==> src/rtl/instr_encoder.sv <==
// MIPS instruction encoder: packs R/I/J-format words and streams them into instruction memory.
// Optional macro ENC_ILLEGAL_TRAP_EN: op_sel 14/15 sets a sticky err instead of writing a NOP.
module instr_encoder #(
  parameter int AW = 8
) (
  input  logic          clk,
  input  logic          rst_n,
  input  logic          clear,
  input  logic          in_valid,
  output logic          in_ready,
  input  logic [3:0]    op_sel,
  input  logic [4:0]    rs,
  input  logic [4:0]    rt,
  input  logic [4:0]    rd,
  input  logic [4:0]    shamt,
  input  logic [5:0]    funct,
  input  logic [15:0]   imm,
  input  logic [25:0]   target,
  output logic          imem_we,
  output logic [AW-1:0] imem_addr,
  output logic [31:0]   imem_wdata,
  input  logic          imem_busy,
  output logic          done,
  output logic          err,
  output logic [AW:0]   count
);

  localparam logic [AW:0] DEPTH = (AW+1)'(1) << AW;

  typedef enum logic [1:0] {
    S_IDLE  = 2'd0,
    S_WRITE = 2'd1,
    S_FULL  = 2'd2
  } state_t;

  state_t state;

  function automatic logic [31:0] encode(
    input logic [3:0]  op,
    input logic [4:0]  f_rs,
    input logic [4:0]  f_rt,
    input logic [4:0]  f_rd,
    input logic [4:0]  f_sh,
    input logic [5:0]  f_fn,
    input logic [15:0] f_imm,
    input logic [25:0] f_tg
  );
    logic [31:0] w;
    case (op)
      4'd0:    w = {6'h00, f_rs, f_rt, f_rd, f_sh, f_fn};
      4'd1:    w = {6'h08, f_rs, f_rt, f_imm};
      4'd2:    w = {6'h23, f_rs, f_rt, f_imm};
      4'd3:    w = {6'h2b, f_rs, f_rt, f_imm};
      4'd4:    w = {6'h04, f_rs, f_rt, f_imm};
      4'd5:    w = {6'h05, f_rs, f_rt, f_imm};
      4'd6:    w = {6'h0a, f_rs, f_rt, f_imm};
      4'd7:    w = {6'h02, f_tg};
      4'd8:    w = {6'h03, f_tg};
      4'd9:    w = {6'h0c, f_rs, f_rt, f_imm};
      4'd10:   w = {6'h0d, f_rs, f_rt, f_imm};
      4'd11:   w = {6'h0f, 5'd0, f_rt, f_imm};
      4'd12:   w = {6'h06, 5'd0, f_rt, f_rd, f_sh, 6'd0};
      4'd13:   w = {6'h07, 5'd0, f_rt, f_rd, f_sh, 6'd0};
      default: w = 32'h0000_0000;
    endcase
    return w;
  endfunction

  // Handshake, write sequencing and pointer/count bookkeeping.
  always_ff @(posedge clk) begin
    if (!rst_n) begin
      state      <= S_IDLE;
      in_ready   <= 1'b0;
      imem_we    <= 1'b0;
      imem_addr  <= '0;
      imem_wdata <= 32'h0000_0000;
      done       <= 1'b0;
      err        <= 1'b0;
      count      <= '0;
    end else if (clear) begin
      // an in-flight write is abandoned without counting it
      state     <= S_IDLE;
      in_ready  <= 1'b1;
      imem_we   <= 1'b0;
      imem_addr <= '0;
      done      <= 1'b0;
      err       <= 1'b0;
      count     <= '0;
    end else begin
      case (state)
        S_IDLE: begin
          in_ready <= 1'b1;
          if (in_valid && in_ready) begin
`ifdef ENC_ILLEGAL_TRAP_EN
            if (op_sel[3:1] == 3'b111) begin
              err <= 1'b1;
            end else begin
              imem_wdata <= encode(op_sel, rs, rt, rd, shamt, funct, imm, target);
              imem_we    <= 1'b1;
              in_ready   <= 1'b0;
              state      <= S_WRITE;
            end
`else
            imem_wdata <= encode(op_sel, rs, rt, rd, shamt, funct, imm, target);
            imem_we    <= 1'b1;
            in_ready   <= 1'b0;
            state      <= S_WRITE;
`endif
          end
        end
        S_WRITE: begin
          if (!imem_busy) begin
            imem_we <= 1'b0;
            if (count != DEPTH) begin
              count <= count + (AW+1)'(1);
            end
            // the last slot parks the pointer instead of wrapping
            if (imem_addr == {AW{1'b1}}) begin
              done  <= 1'b1;
              state <= S_FULL;
            end else begin
              imem_addr <= imem_addr + AW'(1);
              in_ready  <= 1'b1;
              state     <= S_IDLE;
            end
          end
        end
        S_FULL: begin
          in_ready <= 1'b0;
          imem_we  <= 1'b0;
          done     <= 1'b1;
        end
        default: begin
          state    <= S_IDLE;
          in_ready <= 1'b0;
          imem_we  <= 1'b0;
        end
      endcase
    end
  end

endmodule

==> config.mk <==
export PLATFORM = sky130hd
export DESIGN_NAME = instr_encoder
export DESIGN_NICKNAME = d
export VERILOG_FILES = /design/src/rtl/instr_encoder.sv
export SDC_FILE = /design/constraint.sdc
export NUM_CORES = 1
export LEC_CHECK = 0
export CORE_AREA = 5 5 109 111
export DETAILED_ROUTE_END_ITERATION = 6
export DIE_AREA = 0 0 114 116
export HOLD_SLACK_MARGIN = 0.02
export SLEW_MARGIN = 20
export SYNTH_ARGS = -nofsm -noshare
export SYNTH_HDL_FRONTEND = slang
export SYNTH_SLANG_ARGS = --single-unit
==> constraint.sdc <==
create_clock -name clk -period 2.2 [get_ports clk]
set_clock_uncertainty 0.1 [all_clocks]
set_input_delay 0.44 -clock clk [delete_from_list [all_inputs] [get_ports clk]]
set_output_delay 0.44 -clock clk [all_outputs]
set_load 0.01 [all_outputs]
==> flow_metrics.py <==
metrics = {
    "placement": {
        "place_ws_ns": -0.1607,
        "post_dp_hpwl_um": 7344,
        "place_congestion": 0.8405,
        "port-buffer-count": 127,
        "placed_cells_incl_taps": 602,
    },
    "timing": {
        "fmaxAchievable_mhz": 503.8,
        "fin_ws_ns": 0.2150,
        "grt_setup_unrepaired": "no",
        "timing.max_slew.rel_slack_pct": 64.37,
        "fin_crit_ns": 1.985,
        "slew_violations": 0,
        "tightest_slew_ns": 0.5319,
        "timing_hold_violations_final": 0,
        "final-setup-viol-count": 0,
        "fin_crit_sh_pct": 90.23,
    },
    "synth": {
        "yosys.area.top_type_share_pct": 39.10,
        "yosys.cell_count.top_type": "dfxtp_1",
        "post_synth.cell_area_avg_um2": 8.274,
        "cell_type_contributing_the_most_total_cell_area_after_synthesis": "dfxtp_1",
        "top_ff_cell_synth": "dfxtp_1",
        "synthesis.area_um2": 2714,
        "synth_enable_flop_cells": 0,
        "yosys_warnings": 0,
        "synth_async_sr_flop_share_pct": 0,
        "yosys_register_bits": 53,
        "syn_inst": 328,
        "synth_area_leaders": "dfxtp_1 (39%), a221oi_1 (6.8%), a211oi_1 (6.6%), nor2_1 (5.0%), a21oi_1 (3.7%)",
        "synth_sequential_area_ratio_pct": 39.10,
        "synth.distinct_cells": 52,
        "synth_common_cells": "dfxtp_1 (53), nor2_1 (36), nand2_1 (26)",
    },
    "min_path": {
        "hold_start": "done",
        "hold_depth": 2,
        "hold_path_class": "flop to flop",
    },
    "route": {
        "drt_iter0_drc": 144,
        "number_of_detailed_routing_iterations_run_before_antenna_repair": 5,
        "drcViolationCount": 0,
        "route.vias.total": 3028,
        "antenna_left": 0,
        "drt-vias-per-instance": 4.964,
        "avgRoutedWirePerCell_um": 15.44,
        "route.final.wire_length_um": 9419,
    },
    "critical_path": {
        "endpoint_kind": "flop",
        "setup.worst_path.start": "op_sel[2]",
        "timing.critical_path.fanout_max": 16,
        "endpoint_arrival_time_on_the_critical_path_ns": 2.08,
        "timing.critical_path.required_ns": 2.29,
        "startpoint_type": "input port",
        "critical_path.reg2reg.startpoint": "imem_addr[0]",
        "start_to_end_type_of_the_worst_setup_path": "input port to flop",
        "rr_worst_depth": 5,
    },
    "clocking": {
        "cts.htree.levels": 2,
        "root_buffer": "clkbuf_8",
        "clk-insertion-delay-late_ns": 0.31,
        "cts_resized": 0,
        "cts_buffer_depth": 2,
        "post_cts_hold_buffer_count": 0,
        "tritoncts": "built",
        "clock_sink_count": 53,
        "cts-buffers-inserted": 5,
        "postCtsSetupBuffers": 0,
        "clkTransAtPathRegs_ns": 0.11,
    },
    "run_status": {
        "run_status": "complete, no violations",
    },
    "finish": {
        "fin_nets": 549,
        "n_antenna_cell": 0,
        "nFillCells": 1065,
        "final-instance-count-excl-fill": 610,
        "layout-drive-gt1-share_pct": 10.64,
        "flow.area_growth_from_synthesis_pct": 63.21,
    },
    "floorplan": {
        "number_of_rows_in_the_core_area": 38,
        "core_um2": 10700,
        "die_y_um": 116,
        "start_util_pct": 25.37,
        "top_level_ports": 130,
        "die_area_um2": 13220,
        "die_w_um": 114,
    },
    "grt": {
        "grt_first_pass_wirelength_um": 14500,
        "grt_antenna_before_repair": 0,
        "largest_net_degree_at_the_start_of_global_routing": 27,
        "first_global_vias": 2933,
        "gr-usage-all-layers_pct": 13.46,
        "grt_overflow_total": 0,
    },
    "power": {
        "vdd_ir_drop_max_v": 0.0002973,
        "p_leak_nw": 1.526,
        "power-per-cell-area_nw_per_um2": 471.4,
    },
    "flow_run": {
        "cap_violations": 0,
    },
}
[cells in the final DEF, fill, tap and decap left out, types with 8 or more instances in the layout]
cell type        instances
a211oi_1                24
xnor2_1                  8
nor2_1                  36
inv_1                   10
a21oi_1                 20
clkdlybuf4s50_1        127
buf_4                   30
dfxtp_1                 53
nand3_1                 12
a221oi_1                21
nand2_1                 26
nor3_1                   8
o21ai_0                 17
[worst max-delay path: stages]
cell             delay [ns]
clkdlybuf4s50_1        0.49
buf_4                  0.21
buf_4                  0.18
o21a_1                 0.11
a21oi_1                0.04
buf_4                  0.15
a211oi_1               0.32
o21ai_0                0.13
[cell families (layout without fill, tap and decap cells)]
group,count (synthesis),count (layout),synth area share (%)
mux,3,3,1.107
simple gates,120,120,23.24
xor+xnor,9,9,2.905
buf+inv,38,179,5.993
compound gates,101,101,26.14
flops,53,53,39.10
fa+ha+maj,3,3,1.383
other cells,1,2,0.1382
[report_power, final]
part	switching (W)	internal [W]
logic	0.000203	0.000282
registers	0.0000195	0.000995
clock network	0.000356	0.000232
total	0.000579	0.00151
[flip-flops by register name, summed over array words and instances, names as in the netlist]
signal,flops
imem_we,1
imem_addr,8
count,9
in_ready,1
state,2
done,1
imem_wdata,31
[stage by stage]
step / hold slack, ns / utilization (%) / instance area [µm²] / total power, W / TNS (ns)
2_1_floorplan: 0.3696 / - / 2718 / 0.001220 / 0
3_3_place_gp: 0.3400 / 40.51 / 4334 / 0.001520 / -0.9418
3_5_place_dp: 0.3437 / 40.51 / 4334 / 0.001526 / -2.055
4_1_cts: 0.3599 / 41.40 / 4429 / 0.002113 / 0
5_1_grt: 0.4030 / 41.40 / 4429 / 0.002202 / 0
6_report: 0.3544 / 41.40 / 4429 / 0.002088 / 0
[final timing paths]
kind,to,slack (ns)
setup / recovery,imem_wdata[25],0.21
hold / removal,done,0.35
setup reg to reg,imem_addr[5],0.32
hold reg to reg,done,0.35
[layout make-up]
cell class,instances,area [µm²],share of cell area [%]
multi-input cells,238,1500,33.87
clock inverters,3,26.28,0.5932
clock buffers,5,68.82,1.554
flip-flops and latches,53,1061,23.95
repair buffers,160,1556,35.14
inverters,11,41.29,0.9322
well taps,140,175.2,3.955
[metal layers]
| metal | GRT usage, % | vias up | wire length, µm |
|---|---|---|---|
| li1 | - | 1492 | - |
| met1 | 17.59 | 1439 | 4107 |
| met2 | 22.91 | 89 | 4733 |
| met3 | 2.872 | 8 | 486 |
| met4 | 2.930 | 0 | 91 |
| met5 | 0 | - | 0 |
(Power assumes the default switching activity.)
